--- src/rtl/mem_port_arbiter_if.sv ---
// Bus bundle between the memory-port arbiter, its three requesters
// (fetch, load, ROB store commit) and the single dataMemory port.
interface mem_port_arbiter_if;
  logic        fetchReq;
  logic [31:0] fetchAddr;
  logic        fetchGrant;
  logic        fetchDone;
  logic        loadReq;
  logic [31:0] loadAddr;
  logic        loadGrant;
  logic        loadDone;
  logic        storeReq;
  logic [31:0] storeAddr;
  logic [31:0] storeData;
  logic [1:0]  storeType;
  logic        storeGrant;
  logic        storeDone;
  logic        memReadEn;
  logic        memWriteEn;
  logic [31:0] memAddr;
  logic [31:0] memWriteData;
  logic [1:0]  memWriteType;
  logic [31:0] memReadData;
  logic [31:0] readData;
  logic        busy;

  // Arbiter side
  modport slave (
    input  fetchReq, fetchAddr, loadReq, loadAddr,
           storeReq, storeAddr, storeData, storeType, memReadData,
    output fetchGrant, fetchDone, loadGrant, loadDone, storeGrant, storeDone,
           memReadEn, memWriteEn, memAddr, memWriteData, memWriteType,
           readData, busy
  );

  // Requester / memory side
  modport master (
    output fetchReq, fetchAddr, loadReq, loadAddr,
           storeReq, storeAddr, storeData, storeType, memReadData,
    input  fetchGrant, fetchDone, loadGrant, loadDone, storeGrant, storeDone,
           memReadEn, memWriteEn, memAddr, memWriteData, memWriteType,
           readData, busy
  );
endinterface

--- src/rtl/mem_port_arbiter.sv ---
// Memory-port arbiter: one dataMemory access in flight at a time, shared by
// store commit, load and fetch. Fixed priority store > load > fetch, with
// load/fetch promoted above store once they have waited STARVE_LIMIT cycles.
// Sequence per access: IDLE -> ACCESS (LATENCY cycles) -> RESP -> IDLE.
module mem_port_arbiter #(
  parameter int unsigned LATENCY      = 2,
  parameter int unsigned STARVE_LIMIT = 4
) (
  input  logic              clock,
  input  logic              reset,
  mem_port_arbiter_if.slave bus
);

  localparam int unsigned LW = (LATENCY > 1) ? $clog2(LATENCY) : 1;
  localparam int unsigned SW = ($clog2(STARVE_LIMIT + 1) > 3) ? $clog2(STARVE_LIMIT + 1) : 3;
  localparam logic [LW-1:0] LAT_LAST   = LW'(LATENCY - 1);
  localparam logic [SW-1:0] STARVE_MAX = SW'(STARVE_LIMIT);

  typedef enum logic [1:0] {ST_IDLE, ST_ACCESS, ST_RESP} state_t;
  typedef enum logic [1:0] {SRC_NONE, SRC_FETCH, SRC_LOAD, SRC_STORE} src_t;

  state_t        state_r;
  src_t          owner_r;
  logic [LW-1:0] lat_cnt_r;
  logic [SW-1:0] load_starve_r;
  logic [SW-1:0] fetch_starve_r;

  logic        fetch_grant_r;
  logic        fetch_done_r;
  logic        load_grant_r;
  logic        load_done_r;
  logic        store_grant_r;
  logic        store_done_r;
  logic        mem_read_en_r;
  logic        mem_write_en_r;
  logic [31:0] mem_addr_r;
  logic [31:0] mem_wdata_r;
  logic [1:0]  mem_wtype_r;
  logic [31:0] read_data_r;
  logic        busy_r;

  src_t winner_s;
  logic load_starved_s;
  logic fetch_starved_s;
  logic load_served_s;
  logic fetch_served_s;

  // Next value of a starve counter: cleared while idle-requesting stops or the
  // unit owns the port, otherwise counts waiting cycles up to the limit.
  function automatic logic [SW-1:0] starve_next(input logic [SW-1:0] cnt,
                                                input logic          req,
                                                input logic          served);
    if (!req || served) begin
      starve_next = {SW{1'b0}};
    end else if (cnt < STARVE_MAX) begin
      starve_next = cnt + SW'(1);
    end else begin
      starve_next = cnt;
    end
  endfunction

  // Starvation flags and "unit is being served" (granted now or owns the port)
  always_comb begin
    load_starved_s  = bus.loadReq && (load_starve_r == STARVE_MAX);
    fetch_starved_s = bus.fetchReq && (fetch_starve_r == STARVE_MAX);
    load_served_s   = ((state_r == ST_IDLE) && (winner_s == SRC_LOAD)) ||
                      ((state_r != ST_IDLE) && (owner_r == SRC_LOAD));
    fetch_served_s  = ((state_r == ST_IDLE) && (winner_s == SRC_FETCH)) ||
                      ((state_r != ST_IDLE) && (owner_r == SRC_FETCH));
  end

  // Priority pick: starved load > starved fetch > store > load > fetch
  always_comb begin
    winner_s = SRC_NONE;
    if (load_starved_s) begin
      winner_s = SRC_LOAD;
    end else if (fetch_starved_s) begin
      winner_s = SRC_FETCH;
    end else if (bus.storeReq) begin
      winner_s = SRC_STORE;
    end else if (bus.loadReq) begin
      winner_s = SRC_LOAD;
    end else if (bus.fetchReq) begin
      winner_s = SRC_FETCH;
    end else begin
      winner_s = SRC_NONE;
    end
  end

  // Starve counters for load and fetch
  always_ff @(posedge clock) begin
    if (reset) begin
      load_starve_r  <= {SW{1'b0}};
      fetch_starve_r <= {SW{1'b0}};
    end else begin
      load_starve_r  <= starve_next(load_starve_r, bus.loadReq, load_served_s);
      fetch_starve_r <= starve_next(fetch_starve_r, bus.fetchReq, fetch_served_s);
    end
  end

  // Access FSM with all outputs registered
  always_ff @(posedge clock) begin
    if (reset) begin
      state_r        <= ST_IDLE;
      owner_r        <= SRC_NONE;
      lat_cnt_r      <= {LW{1'b0}};
      fetch_grant_r  <= 1'b0;
      fetch_done_r   <= 1'b0;
      load_grant_r   <= 1'b0;
      load_done_r    <= 1'b0;
      store_grant_r  <= 1'b0;
      store_done_r   <= 1'b0;
      mem_read_en_r  <= 1'b0;
      mem_write_en_r <= 1'b0;
      mem_addr_r     <= 32'h0000_0000;
      mem_wdata_r    <= 32'h0000_0000;
      mem_wtype_r    <= 2'b00;
      read_data_r    <= 32'h0000_0000;
      busy_r         <= 1'b0;
    end else begin
      case (state_r)
        ST_IDLE: begin
          fetch_done_r <= 1'b0;
          load_done_r  <= 1'b0;
          store_done_r <= 1'b0;
          lat_cnt_r    <= {LW{1'b0}};
          if (winner_s != SRC_NONE) begin
            state_r        <= ST_ACCESS;
            owner_r        <= winner_s;
            busy_r         <= 1'b1;
            fetch_grant_r  <= (winner_s == SRC_FETCH);
            load_grant_r   <= (winner_s == SRC_LOAD);
            store_grant_r  <= (winner_s == SRC_STORE);
            mem_read_en_r  <= (winner_s != SRC_STORE);
            mem_write_en_r <= (winner_s == SRC_STORE);
            case (winner_s)
              SRC_STORE: begin
                mem_addr_r  <= bus.storeAddr;
                mem_wdata_r <= bus.storeData;
                mem_wtype_r <= bus.storeType;
              end
              SRC_LOAD: begin
                mem_addr_r  <= bus.loadAddr;
                mem_wdata_r <= 32'h0000_0000;
                mem_wtype_r <= 2'b00;
              end
              SRC_FETCH: begin
                mem_addr_r  <= bus.fetchAddr;
                mem_wdata_r <= 32'h0000_0000;
                mem_wtype_r <= 2'b00;
              end
              default: begin
                mem_addr_r  <= mem_addr_r;
                mem_wdata_r <= mem_wdata_r;
                mem_wtype_r <= mem_wtype_r;
              end
            endcase
          end else begin
            state_r        <= ST_IDLE;
            busy_r         <= 1'b0;
            fetch_grant_r  <= 1'b0;
            load_grant_r   <= 1'b0;
            store_grant_r  <= 1'b0;
            mem_read_en_r  <= 1'b0;
            mem_write_en_r <= 1'b0;
          end
        end

        ST_ACCESS: begin
          fetch_grant_r <= 1'b0;
          load_grant_r  <= 1'b0;
          store_grant_r <= 1'b0;
          if (lat_cnt_r == LAT_LAST) begin
            state_r        <= ST_RESP;
            mem_read_en_r  <= 1'b0;
            mem_write_en_r <= 1'b0;
            fetch_done_r   <= (owner_r == SRC_FETCH);
            load_done_r    <= (owner_r == SRC_LOAD);
            store_done_r   <= (owner_r == SRC_STORE);
            if (owner_r != SRC_STORE) begin
              read_data_r <= bus.memReadData;
            end else begin
              read_data_r <= read_data_r;
            end
          end else begin
            lat_cnt_r <= lat_cnt_r + LW'(1);
          end
        end

        ST_RESP: begin
          state_r      <= ST_IDLE;
          owner_r      <= SRC_NONE;
          busy_r       <= 1'b0;
          fetch_done_r <= 1'b0;
          load_done_r  <= 1'b0;
          store_done_r <= 1'b0;
        end

        default: begin
          state_r        <= ST_IDLE;
          owner_r        <= SRC_NONE;
          busy_r         <= 1'b0;
          fetch_grant_r  <= 1'b0;
          load_grant_r   <= 1'b0;
          store_grant_r  <= 1'b0;
          fetch_done_r   <= 1'b0;
          load_done_r    <= 1'b0;
          store_done_r   <= 1'b0;
          mem_read_en_r  <= 1'b0;
          mem_write_en_r <= 1'b0;
        end
      endcase
    end
  end

  assign bus.fetchGrant   = fetch_grant_r;
  assign bus.fetchDone    = fetch_done_r;
  assign bus.loadGrant    = load_grant_r;
  assign bus.loadDone     = load_done_r;
  assign bus.storeGrant   = store_grant_r;
  assign bus.storeDone    = store_done_r;
  assign bus.memReadEn    = mem_read_en_r;
  assign bus.memWriteEn   = mem_write_en_r;
  assign bus.memAddr      = mem_addr_r;
  assign bus.memWriteData = mem_wdata_r;
  assign bus.memWriteType = mem_wtype_r;
  assign bus.readData     = read_data_r;
  assign bus.busy         = busy_r;

endmodule

--- src/flat_wrapper.sv ---
// flat-port wrapper written by rule: the top's interface ports become plain ports
module mem_port_arbiter_flat 
#(
  parameter int unsigned LATENCY      = 2,
  parameter int unsigned STARVE_LIMIT = 4
)
  (clock, reset, bus_fetchReq, bus_fetchAddr, bus_loadReq, bus_loadAddr, bus_storeReq, bus_storeAddr, bus_storeData, bus_storeType, bus_memReadData, bus_fetchGrant, bus_fetchDone, bus_loadGrant, bus_loadDone, bus_storeGrant, bus_storeDone, bus_memReadEn, bus_memWriteEn, bus_memAddr, bus_memWriteData, bus_memWriteType, bus_readData, bus_busy);
  mem_port_arbiter_if bus_i ();
  input  logic clock;
  input  logic reset;
  input wire logic [$bits(bus_i.fetchReq)-1:0] bus_fetchReq;
  input wire logic [$bits(bus_i.fetchAddr)-1:0] bus_fetchAddr;
  input wire logic [$bits(bus_i.loadReq)-1:0] bus_loadReq;
  input wire logic [$bits(bus_i.loadAddr)-1:0] bus_loadAddr;
  input wire logic [$bits(bus_i.storeReq)-1:0] bus_storeReq;
  input wire logic [$bits(bus_i.storeAddr)-1:0] bus_storeAddr;
  input wire logic [$bits(bus_i.storeData)-1:0] bus_storeData;
  input wire logic [$bits(bus_i.storeType)-1:0] bus_storeType;
  input wire logic [$bits(bus_i.memReadData)-1:0] bus_memReadData;
  output wire logic [$bits(bus_i.fetchGrant)-1:0] bus_fetchGrant;
  output wire logic [$bits(bus_i.fetchDone)-1:0] bus_fetchDone;
  output wire logic [$bits(bus_i.loadGrant)-1:0] bus_loadGrant;
  output wire logic [$bits(bus_i.loadDone)-1:0] bus_loadDone;
  output wire logic [$bits(bus_i.storeGrant)-1:0] bus_storeGrant;
  output wire logic [$bits(bus_i.storeDone)-1:0] bus_storeDone;
  output wire logic [$bits(bus_i.memReadEn)-1:0] bus_memReadEn;
  output wire logic [$bits(bus_i.memWriteEn)-1:0] bus_memWriteEn;
  output wire logic [$bits(bus_i.memAddr)-1:0] bus_memAddr;
  output wire logic [$bits(bus_i.memWriteData)-1:0] bus_memWriteData;
  output wire logic [$bits(bus_i.memWriteType)-1:0] bus_memWriteType;
  output wire logic [$bits(bus_i.readData)-1:0] bus_readData;
  output wire logic [$bits(bus_i.busy)-1:0] bus_busy;
  assign bus_i.fetchReq = bus_fetchReq;
  assign bus_i.fetchAddr = bus_fetchAddr;
  assign bus_i.loadReq = bus_loadReq;
  assign bus_i.loadAddr = bus_loadAddr;
  assign bus_i.storeReq = bus_storeReq;
  assign bus_i.storeAddr = bus_storeAddr;
  assign bus_i.storeData = bus_storeData;
  assign bus_i.storeType = bus_storeType;
  assign bus_i.memReadData = bus_memReadData;
  assign bus_fetchGrant = bus_i.fetchGrant;
  assign bus_fetchDone = bus_i.fetchDone;
  assign bus_loadGrant = bus_i.loadGrant;
  assign bus_loadDone = bus_i.loadDone;
  assign bus_storeGrant = bus_i.storeGrant;
  assign bus_storeDone = bus_i.storeDone;
  assign bus_memReadEn = bus_i.memReadEn;
  assign bus_memWriteEn = bus_i.memWriteEn;
  assign bus_memAddr = bus_i.memAddr;
  assign bus_memWriteData = bus_i.memWriteData;
  assign bus_memWriteType = bus_i.memWriteType;
  assign bus_readData = bus_i.readData;
  assign bus_busy = bus_i.busy;
  mem_port_arbiter #(.LATENCY(LATENCY), .STARVE_LIMIT(STARVE_LIMIT)) u_core (.clock(clock), .reset(reset), .bus(bus_i));
endmodule
--- config.mk ---
export PLATFORM = sky130hd
export DESIGN_NAME = mem_port_arbiter_flat
export DESIGN_NICKNAME = d
export VERILOG_FILES = /design/src/rtl/mem_port_arbiter_if.sv /design/src/rtl/mem_port_arbiter.sv /design/src/flat_wrapper.sv
export SDC_FILE = /design/constraint.sdc
export NUM_CORES = 1
export LEC_CHECK = 0
export ABC_AREA = 0
export BUFFER_PORTS_ARGS = -buffer_cell sky130_fd_sc_hd__buf_2
export CELL_PAD_IN_SITES_DETAIL_PLACEMENT = 0
export CELL_PAD_IN_SITES_GLOBAL_PLACEMENT = 1
export CORE_MARGIN = 2
export CORE_UTILIZATION = 34
export DETAILED_ROUTE_END_ITERATION = 8
export PLACE_DENSITY = 0.95
export SLEW_MARGIN = 20
export SYNTH_ARGS = -nofsm -noshare
export SYNTH_HDL_FRONTEND = slang
export SYNTH_SLANG_ARGS = --single-unit
--- constraint.sdc ---
create_clock -name clock -period 3.65 [get_ports clock]
set_input_delay 1.095 -clock clock [delete_from_list [all_inputs] [get_ports clock]]
set_output_delay 1.095 -clock clock [all_outputs]
set_load 0.01 [all_outputs]
# ---- Word level (Yosys, flattened, before mapping)
# Cells that the tools add are included.
dict set report word_totals {
  register_bits 118
  elab_cells 93
  out_inout_bits 107
  input_bits 167
}
dict set report classes {
  n_reduce_logical 27
  muxes 27
  magnitude_cmp 2
  addsub 3
  bitwise_logic 2
  n_eq_ne 14
}
# op n
set ops {}
lappend ops {{32-bit case mux with 3 select lines} 1}
lappend ops {{32-bit case mux with 2 select lines} 1}
lappend ops {{2-bit two-way mux} 6}
lappend ops {{2-bit case mux with 2 select lines} 3}
lappend ops {{2-bit == test, second input constant} 5}
lappend ops {{1-bit case mux with 2 select lines} 5}
lappend ops {{1-bit two-way mux} 9}
lappend ops {{3-bit AND reduction} 3}
lappend ops {{2-bit nonzero test} 4}
lappend ops {{2-bit OR reduction} 4}
lappend ops {{3-bit by 1-bit adder with 3-bit output, second input constant} 2}
lappend ops {{2-bit by 1-bit == test with 1-bit output, second input constant} 3}
lappend ops {{3-bit == test, second input constant} 2}
lappend ops {{1-bit logical AND} 6}
lappend ops {{3-bit less-than comparator, second input constant} 2}
lappend ops {{2-bit inequality test, second input constant} 3}
lappend ops {{1-bit case mux with 3 select lines} 2}
lappend ops {{1-bit logical OR} 4}
lappend ops {{2-bit AND reduction} 2}
lappend ops {{3-bit nonzero test} 1}
lappend ops {{1-bit logical NOT} 2}
lappend ops {{2-bit logical NOT} 1}
lappend ops {{2-bit by 1-bit inequality test with 1-bit output, second input constant} 1}
lappend ops {{1-bit NOT} 2}
lappend ops {{1-bit adder, second input constant} 1}

# ---- Longest topological paths before layout
# Gate-level depths: netlist of the first run.
dict set report depth {
  depth_word 10
  mapped_depth 11
  ltp_nobuf 9
}

# ---- Least setup slack after synthesis of the first run
# Ideal clock, no wire load.
dict set report synth_path {
  kind {input port to flip-flop}
  from {input bus_loadReq}
  to {register u_core.mem_wdata_r[14], in the netlist u_core.bus.memWriteData[14]}
  path_stages 9
  required_time_ps 3580
  setup_slack_ps 869
  setup_time_ps 70
  t_arrival_ps 2710
  path_buffers 3
  path_cell_list {a21bo_2 a21oi_1 a31oi_1 ha_1 buf_2 buf_2 clkbuf_1 nand3_1 a21oi_1}
}
dict set report synth_via {
  elab_chain_cells 8
  word_cells_on_any_way 13
  classes_between {eq/ne: 3; mux: 5; reduce/logical: 5}
}
# element line_no
set synth_rtl {}
lappend synth_rtl {{start, declared} flat_wrapper.sv:13} ;# input wire logic [$bits(bus_i.loadReq)-1:0] bus_loadReq;
lappend synth_rtl {{2-bit two-way mux} mem_port_arbiter.sv:81} ;# end else if (bus.loadReq) begin
lappend synth_rtl {{2-bit two-way mux} mem_port_arbiter.sv:79} ;# end else if (bus.storeReq) begin
lappend synth_rtl {{2-bit two-way mux} mem_port_arbiter.sv:77} ;# end else if (fetch_starved_s) begin
lappend synth_rtl {{2-bit two-way mux *} mem_port_arbiter.sv:75} ;# if (load_starved_s) begin
lappend synth_rtl {{2-bit == test or 2-bit by 1-bit == test with 1-bit output (tied branches)} mem_port_arbiter.sv:136} ;# case (winner_s)
lappend synth_rtl {{2-bit OR reduction (no source line)} n/a}
lappend synth_rtl {{2-bit nonzero test (no source line)} n/a}
lappend synth_rtl {{3-bit AND reduction (no source line)} n/a}
lappend synth_rtl {{end signal, assigned} mem_port_arbiter.sv:139} ;# mem_wdata_r <= bus.storeData;
lappend synth_rtl {{end signal, assigned} mem_port_arbiter.sv:154} ;# mem_wdata_r <= mem_wdata_r;
lappend synth_rtl {{end, declared} mem_port_arbiter.sv:37} ;# logic [31:0] mem_wdata_r;
# Mark *: on every way between the ends. The rest lies on a longest branch, timed or not.
# A chain may end at the register's enable or synchronous reset.

# ---- Worst setup path in the final report of the first run
dict set report layout_path {
  from {input bus_loadReq}
  to {register u_core.mem_wdata_r[16], in the netlist u_core.bus.memWriteData[16]}
}
# Same word-level chain as after synthesis.

==> results of run 1 <==
Yosys cell counts, drive strengths merged:
master / instances / area [um2]
xor2: 2 / 17.5
nor3: 4 / 25.0
o2111ai: 2 / 17.5
a31o: 1 / 8.76
or2: 4 / 25.0
nor2: 17 / 63.8
dfxtp: 118 / 2360
a21o: 1 / 7.51
a32o: 1 / 10.0
inv: 8 / 30.0
nand3b: 2 / 15.0
a21oi: 74 / 374
buf: 28 / 189
nand2: 135 / 507
nand4: 1 / 6.26
mux2i: 39 / 390
clkbuf: 27 / 101
nand3: 69 / 345
ha: 10 / 125
or3: 1 / 11.3
o2bb2ai: 1 / 8.76
a31oi: 1 / 6.26
a2bb2oi: 1 / 8.76
o21a: 1 / 7.51
nor3b: 1 / 7.51
nand2b: 34 / 213
or3b: 2 / 17.5
o21ai: 2 / 10.0
a21bo: 1 / 10.0
a221o: 32 / 320
layout by cell type, fill, tap and decap left out, drive strengths merged, types with 2 or more instances in the layout:
cell and instances:
buf 285, or3b 2, o21ai 2, clkbuf 24
nand3b 2, dfxtp 118, nand2b 34, o2111ai 2
a221o 32, inv 8, ha 10, or2 4
nor3 4, nor2 17, xor2 2, a21oi 74
bufinv 3, nand3 69, clkinv 5, mux2i 39
nand2 135
report_power, final:
part | switching [uW] | internal (uW) | total [uW]
registers | 51.3 | 1370 | 1430
clock network | 562 | 1160 | 1720
logic | 326 | 265 | 591
total | 940 | 2800 | 3740
kinds of logic after synthesis:
family | after synthesis
mux | 39
flops | 118
compound gates | 118
fa+ha+maj | 10
buf+inv | 63
simple gates | 270
xor+xnor | 2
area by class of cell:
cell class / count / area (um2)
Clock inverter: 8 / 119
Fill cell: 1484 / 7840
Inverter: 8 / 30.0
Antenna cell: 1 / 2.50
Multi-Input combinational cell: 439 / 2580
Clock buffer: 24 / 502
Sequential cell: 118 / 2360
Tap cell: 188 / 235
Timing Repair Buffer: 285 / 1470
path summary, 6_finish.rpt:
check                         startpoint                     endpoint  slack, ps  cells past startpoint
max                          bus_loadReq  u_core.bus.memWriteData[16]        910                      8
min          u_core.bus.memWriteData[13]  u_core.bus.memWriteData[13]        450                      2
max reg2reg      u_core.load_starve_r[0]  u_core.bus.memWriteData[16]       1120                      9
min reg2reg  u_core.bus.memWriteData[13]  u_core.bus.memWriteData[13]        450                      2
sequential cells by signal (all words and copies together) (netlist names), 2 cells and up:
name and cells:
u_core.load_starve_r 3, u_core.bus.memAddr 32, u_core.owner_r 2, u_core.bus.readData 32
u_core.state_r 2, u_core.bus.memWriteData 32, u_core.fetch_starve_r 3, u_core.bus.memWriteType 2
per-stage QoR:
stage,cells,instance area [um2],util (%),total power [uW]
finish,1071,7300,48.2,3740
global route,1070,7300,48.2,3920
CTS,1070,7300,48.2,3790
detailed placement,1038,6680,44.1,2050
global placement,1038,6680,44.1,2040
floorplan,620,5240,-,1810
layer usage:
metal | part of all wire [%] | GRT usage (%) | up-vias
met2 | 48 | 28.6 | 195
met5 | 0 | 0 | -
li1 | - | - | 2646
met4 | 2.6 | 7.76 | 0
met3 | 7.0 | 5.76 | 28
met1 | 42 | 21.6 | 2317
worst max-delay path, stage by stage:
cell	delay (ps)
buf_2	150
nand3_1	110
nand4_1	150
o21ai_0	260
ha_1	330
or3_4	600
nand2_1	180
a21oi_1	80
==> impl_results.md, run 1 <==
* Status: complete, no violations
* Final Cycle Share at 75.2%
* Yosys cell types at 35
* Vias post-DR at 5186
* Min cycle time layout at 2740 ps
* Sequential fraction of the synthesis area at 45.1%
* Vias in the first global route at 4659
* Number of max-cap violations at 0
* Min Hold Slack at 446 ps
* Post-Synthesis Cells at 620
* Skew final at 7.33 ps
* Slew headroom at 41.7%
* Core Rows at 45
* Largest net degree at the start of global routing at 75
* Power Density at 512 mW/mm2
* Share of cells above drive strength 1 at 37.2%
* CP Max Fanout at 66
* Slew @ Worst Pin at 873 ps
* First-pass iteration count of the detailed router at 4
* # port buffers at 273
* Mux cell area share after synthesis at 7.45%
* Total grt overflow at 0
* First-pass GRT wire length at 22900 um
* Chip width at 128 um
* Top-level I/O count at 274
* Num CTS Buffers at 17
* Syn-to-layout area delta at 39.4%
* Maximum vdd drop at 0.000316 V
* Setup TNS at 0 ps
* Routed wire length at 14800 um
* Post-synthesis adder-cell area fraction at 2.39%
* Worst Setup Slack post-DPL at 512 ps
* RSZ-0062 raised after global routing: no
* CP Class: input pin to register
* Post-DP HPWL at 10800 um
* Final Hold Viols at 0
* Initial antenna violation count at 0
* Hold_buf cts at 0
* Min-Delay Path Class: register to register
* Post-Syn Area at 0.00524 mm2
* Clock transition at path regs at 50 ps
* Largest family of logic cells by synthesized area: simple AND/OR/NAND/NOR gates
* Clk root buf: clkbuf_16
* Post-synthesis compound-gate area fraction at 15.1%
* CORE AREA at 0.0151 mm2
* Final setup viols at 0
* Peak Freq at 364 MHz
* Total GRT Usage at 17.7%
* Residual DRC at 0
* Synth Register Bits at 118
* Post-DRT Antenna Nets at 0
* WL/cell at 13.9 um
* Crit end category: register
* Syn nets at 797
* Mean Syn Cell Area at 8.45 um2
* Die H at 128 um
* Initial Util at 34.6%
* Area share of xor/xnor cells in the synthesized design at 0.334%
* DR vias/cell at 4.84
* Post-Synth Simple-Gate Area at 23.6%
* Post-CTS setup-driven buffer insertion count at 0
* Nets at 1046
* Post-route setup slack at 906 ps
* Final max-slew violation count at 0
* Starting DRT DRC Count at 260
* P_leak at 0.00338 uW
* Clock Latency Late Sink at 410 ps
* Routability cong. at 0.789
* Yosys synthesis warning count at 0
* Die area at 0.0164 mm2
* CTS H-tree lvls at 4
* CTS tree: built
* Cts repair resizes at 0
* CTS sink cnt at 118
* Data arrival time of the worst path at 3000 ps
* Critical path required time at 3900 ps
* Longest Clk Path Bufs at 2
* Setup crit start kind: input pin
Power figures use the tool's default switching activity.
==> run 2, diff against run 1 <==
--- a/config.mk
+++ b/config.mk
@@ -10,9 +10,9 @@
 export CELL_PAD_IN_SITES_DETAIL_PLACEMENT = 0
 export CELL_PAD_IN_SITES_GLOBAL_PLACEMENT = 1
 export CORE_MARGIN = 2
-export CORE_UTILIZATION = 34
+export CORE_UTILIZATION = 29
 export DETAILED_ROUTE_END_ITERATION = 8
-export PLACE_DENSITY = 0.95
+export PLACE_DENSITY = 0.88
 export SLEW_MARGIN = 20
 export SYNTH_ARGS = -nofsm -noshare
 export SYNTH_HDL_FRONTEND = slang
==> constraint.sdc (replaced) <==
create_clock -name clock -period 2.38 [get_ports clock]
set_input_delay 0.714 -clock clock [delete_from_list [all_inputs] [get_ports clock]]
set_output_delay 0.714 -clock clock [all_outputs]
set_load 0.01 [all_outputs]
==> run 2 against run 1 <==
  * Non-clock buffer count increased by 16
  * Sequential power rose by 52%
  * First-iteration DRC count is 14% lower
  * Critical path depth up 3
  * Count of clock-buffer cells in the layout stayed put
  * Critical path type is now register to register
  * Highest routed layer unchanged
  * Die area grew 17%
  * Register-to-register slack worse by 1000 ps
  * Via count shrank 0.29%
  * Sequential cell count stayed put
  * Hold slack worse by 0.96 ps
  * Utilization down 6.4 points
==> impl_results.md, run 2 (same netlist as run 1, synthesis figures left out) <==
* Critical path required time at 2640 ps (-1260 ps)
* Final setup viols at 0 (unchanged)
* Residual DRC at 0 (unchanged)
* Final max-slew violation count at 0 (unchanged)
* Post-DRT Antenna Nets at 0 (unchanged)
* Min cycle time layout at 2270 ps
* First-pass iteration count of the detailed router at 4 (unchanged)
* Data arrival time of the worst path at 2530 ps (-470 ps)
* CTS sink cnt at 118 (unchanged)
* Setup slack, reg-to-reg at 110 ps (-1010 ps)
* Initial Util at 29.4% (-5.2 points)
* Final Cycle Share at 95.3%
* DR vias/cell at 4.60 (-5.0%)
* Top-level I/O count at 274 (unchanged)
* Crit end category: register
* Most frequent cells in the layout: buf_2 (273), nand2_1 (135), dfxtp_1 (118), a21oi_1 (72), nand3_1 (69)
* Power Density at 727 mW/mm2 (+42%)
* First-pass GRT wire length at 24200 um (+5.7%)
* Starting DRT DRC Count at 224 (-14%)
* Share of cells above drive strength 1 at 38.0% (+0.80 points)
* Total grt overflow at 0 (unchanged)
* P_leak at 0.00342 uW (+1.3%)
* Post-DP HPWL at 11100 um (+2.8%)
* Hold_buf cts at 0 (unchanged)
* Clock transition at path regs at 50 ps (about the same)
* Vias in the first global route at 4807 (+3.2%)
* Initial antenna violation count at 0 (unchanged)
* Final Hold Viols at 0 (unchanged)
* Nets at 1062 (+1.5%)
* Setup crit start kind: register
* WL/cell at 13.7 um (-0.90%)
* Largest net degree at the start of global routing at 67 (-11%)
* Chip width at 138 um (+8.0%)
* Num CTS Buffers at 17 (unchanged)
* Final instance area at 0.00745 mm2 (+2.1%)
* Clk root buf: clkbuf_16
* Most common cell after layout, fill and taps aside: buf_2
* # port buffers at 273 (unchanged)
* Vias post-DR at 5171 (-0.29%)
* Skew final at 6.83 ps (-0.504 ps)
* CP Max Fanout at 32 (-52%)
* Core Rows at 49 (+8.9%)
* Routed wire length at 15400 um (+4.0%)
* Setup TNS at 0 ps (unchanged)
* Total GRT Usage at 15.5% (-2.2 points)
* Die area at 0.0192 mm2 (+17%)
* Slew headroom at 52.5% (+11 points)
* CP Class: register to register
* Worst Setup Slack post-DPL at -204 ps (-715 ps)
* Peak Freq at 441 MHz
* Slew @ Worst Pin at 711 ps (-161 ps)
* RSZ-0062 raised after global routing: yes
* Status: complete, no violations
* Routability cong. at 0.804 (+1.9%)
* Die H at 138 um (+8.0%)
* Maximum vdd drop at 0.000524 V (+66%)
* CORE AREA at 0.0178 mm2 (+18%)
* Syn-to-layout area delta at 42.2%
* Post-route setup slack at 111 ps (-794 ps)
* Cell area after placement at 0.00692 mm2 (+3.5%)
* CTS H-tree lvls at 4 (unchanged)
* Clock Latency Late Sink at 400 ps (about the same)
* Longest Clk Path Bufs at 2 (unchanged)
* Number of max-cap violations at 0 (unchanged)
* Min-Delay Path Class: register to register
* # diodes at 0 (-1)
* CTS tree: built
-- run 2: cell types whose count changed in the layout (fill, tap and decap cells not counted), sizes merged --
cell,delta
clkinvlp,+1
clkinv,-2
bufinv,-2
buf,+16
diode,-1
-- run 2: path summary, 6_finish.rpt --
check,start,end,cells after the start
min,u_core.bus.memWriteData[9],u_core.bus.memWriteData[9],2
max,u_core.load_starve_r[0],u_core.bus.memAddr[26],11
min reg2reg,u_core.bus.memWriteData[9],u_core.bus.memWriteData[9],2
max reg2reg,u_core.load_starve_r[0],u_core.bus.memAddr[26],11
-- run 2: critical path, stage by stage (launching register included) --
cell,delay [ps]
dfxtp_1,360
inv_1,60
ha_1,220
nand3_1,130
nand4_1,150
buf_4,170
o21a_1,110
ha_1,220
buf_6,200
a221o_1,320
nand3_1,110
a21oi_1,70
-- run 2: cell type report --
class                   count  area (um2)
fillers                  1802       10400
inverters                   8        30.0
well taps                 229         287
multi-input cells         439        2600
clock buffers              24         462
flip-flops and latches    118        2360
repair buffers            301        1660
clock inverters             5        52.6
-- run 2: where the power goes --
group          total [uW]  internal (uW)  switching, uW
combinational         966            449            517
sequential           2180           2110           75.4
clock                2270           1440            834
-- run 2: timing repair --
item,CTS,global route
gates resized for setup,0,7
endpoints found under the setup margin,0,69
setup buffers,0,0
-- run 2: stage by stage --
stage / total power (uW) / cells / util, % / hold slack (ps)
after floorplan: 2780 / 620 / - / 474
after global placement: 3180 / 1095 / 38.8 / 434
after detailed placement: 3190 / 1095 / 38.8 / 442
after CTS: 5500 / 1124 / 41.6 / 449
after global routing: 5720 / 1124 / 41.8 / 461
final: 5420 / 1124 / 41.8 / 445
-- run 2: layer usage --
layer	share of wire, %	GRT usage [%]	routed length (um)	vias to the layer above
met5	0	0	0	-
met4	1.8	5.85	282	0
met3	5.7	4.16	887	22
met2	48	25.2	7370	161
met1	45	19.8	6900	2314
li1	-	-	-	2674
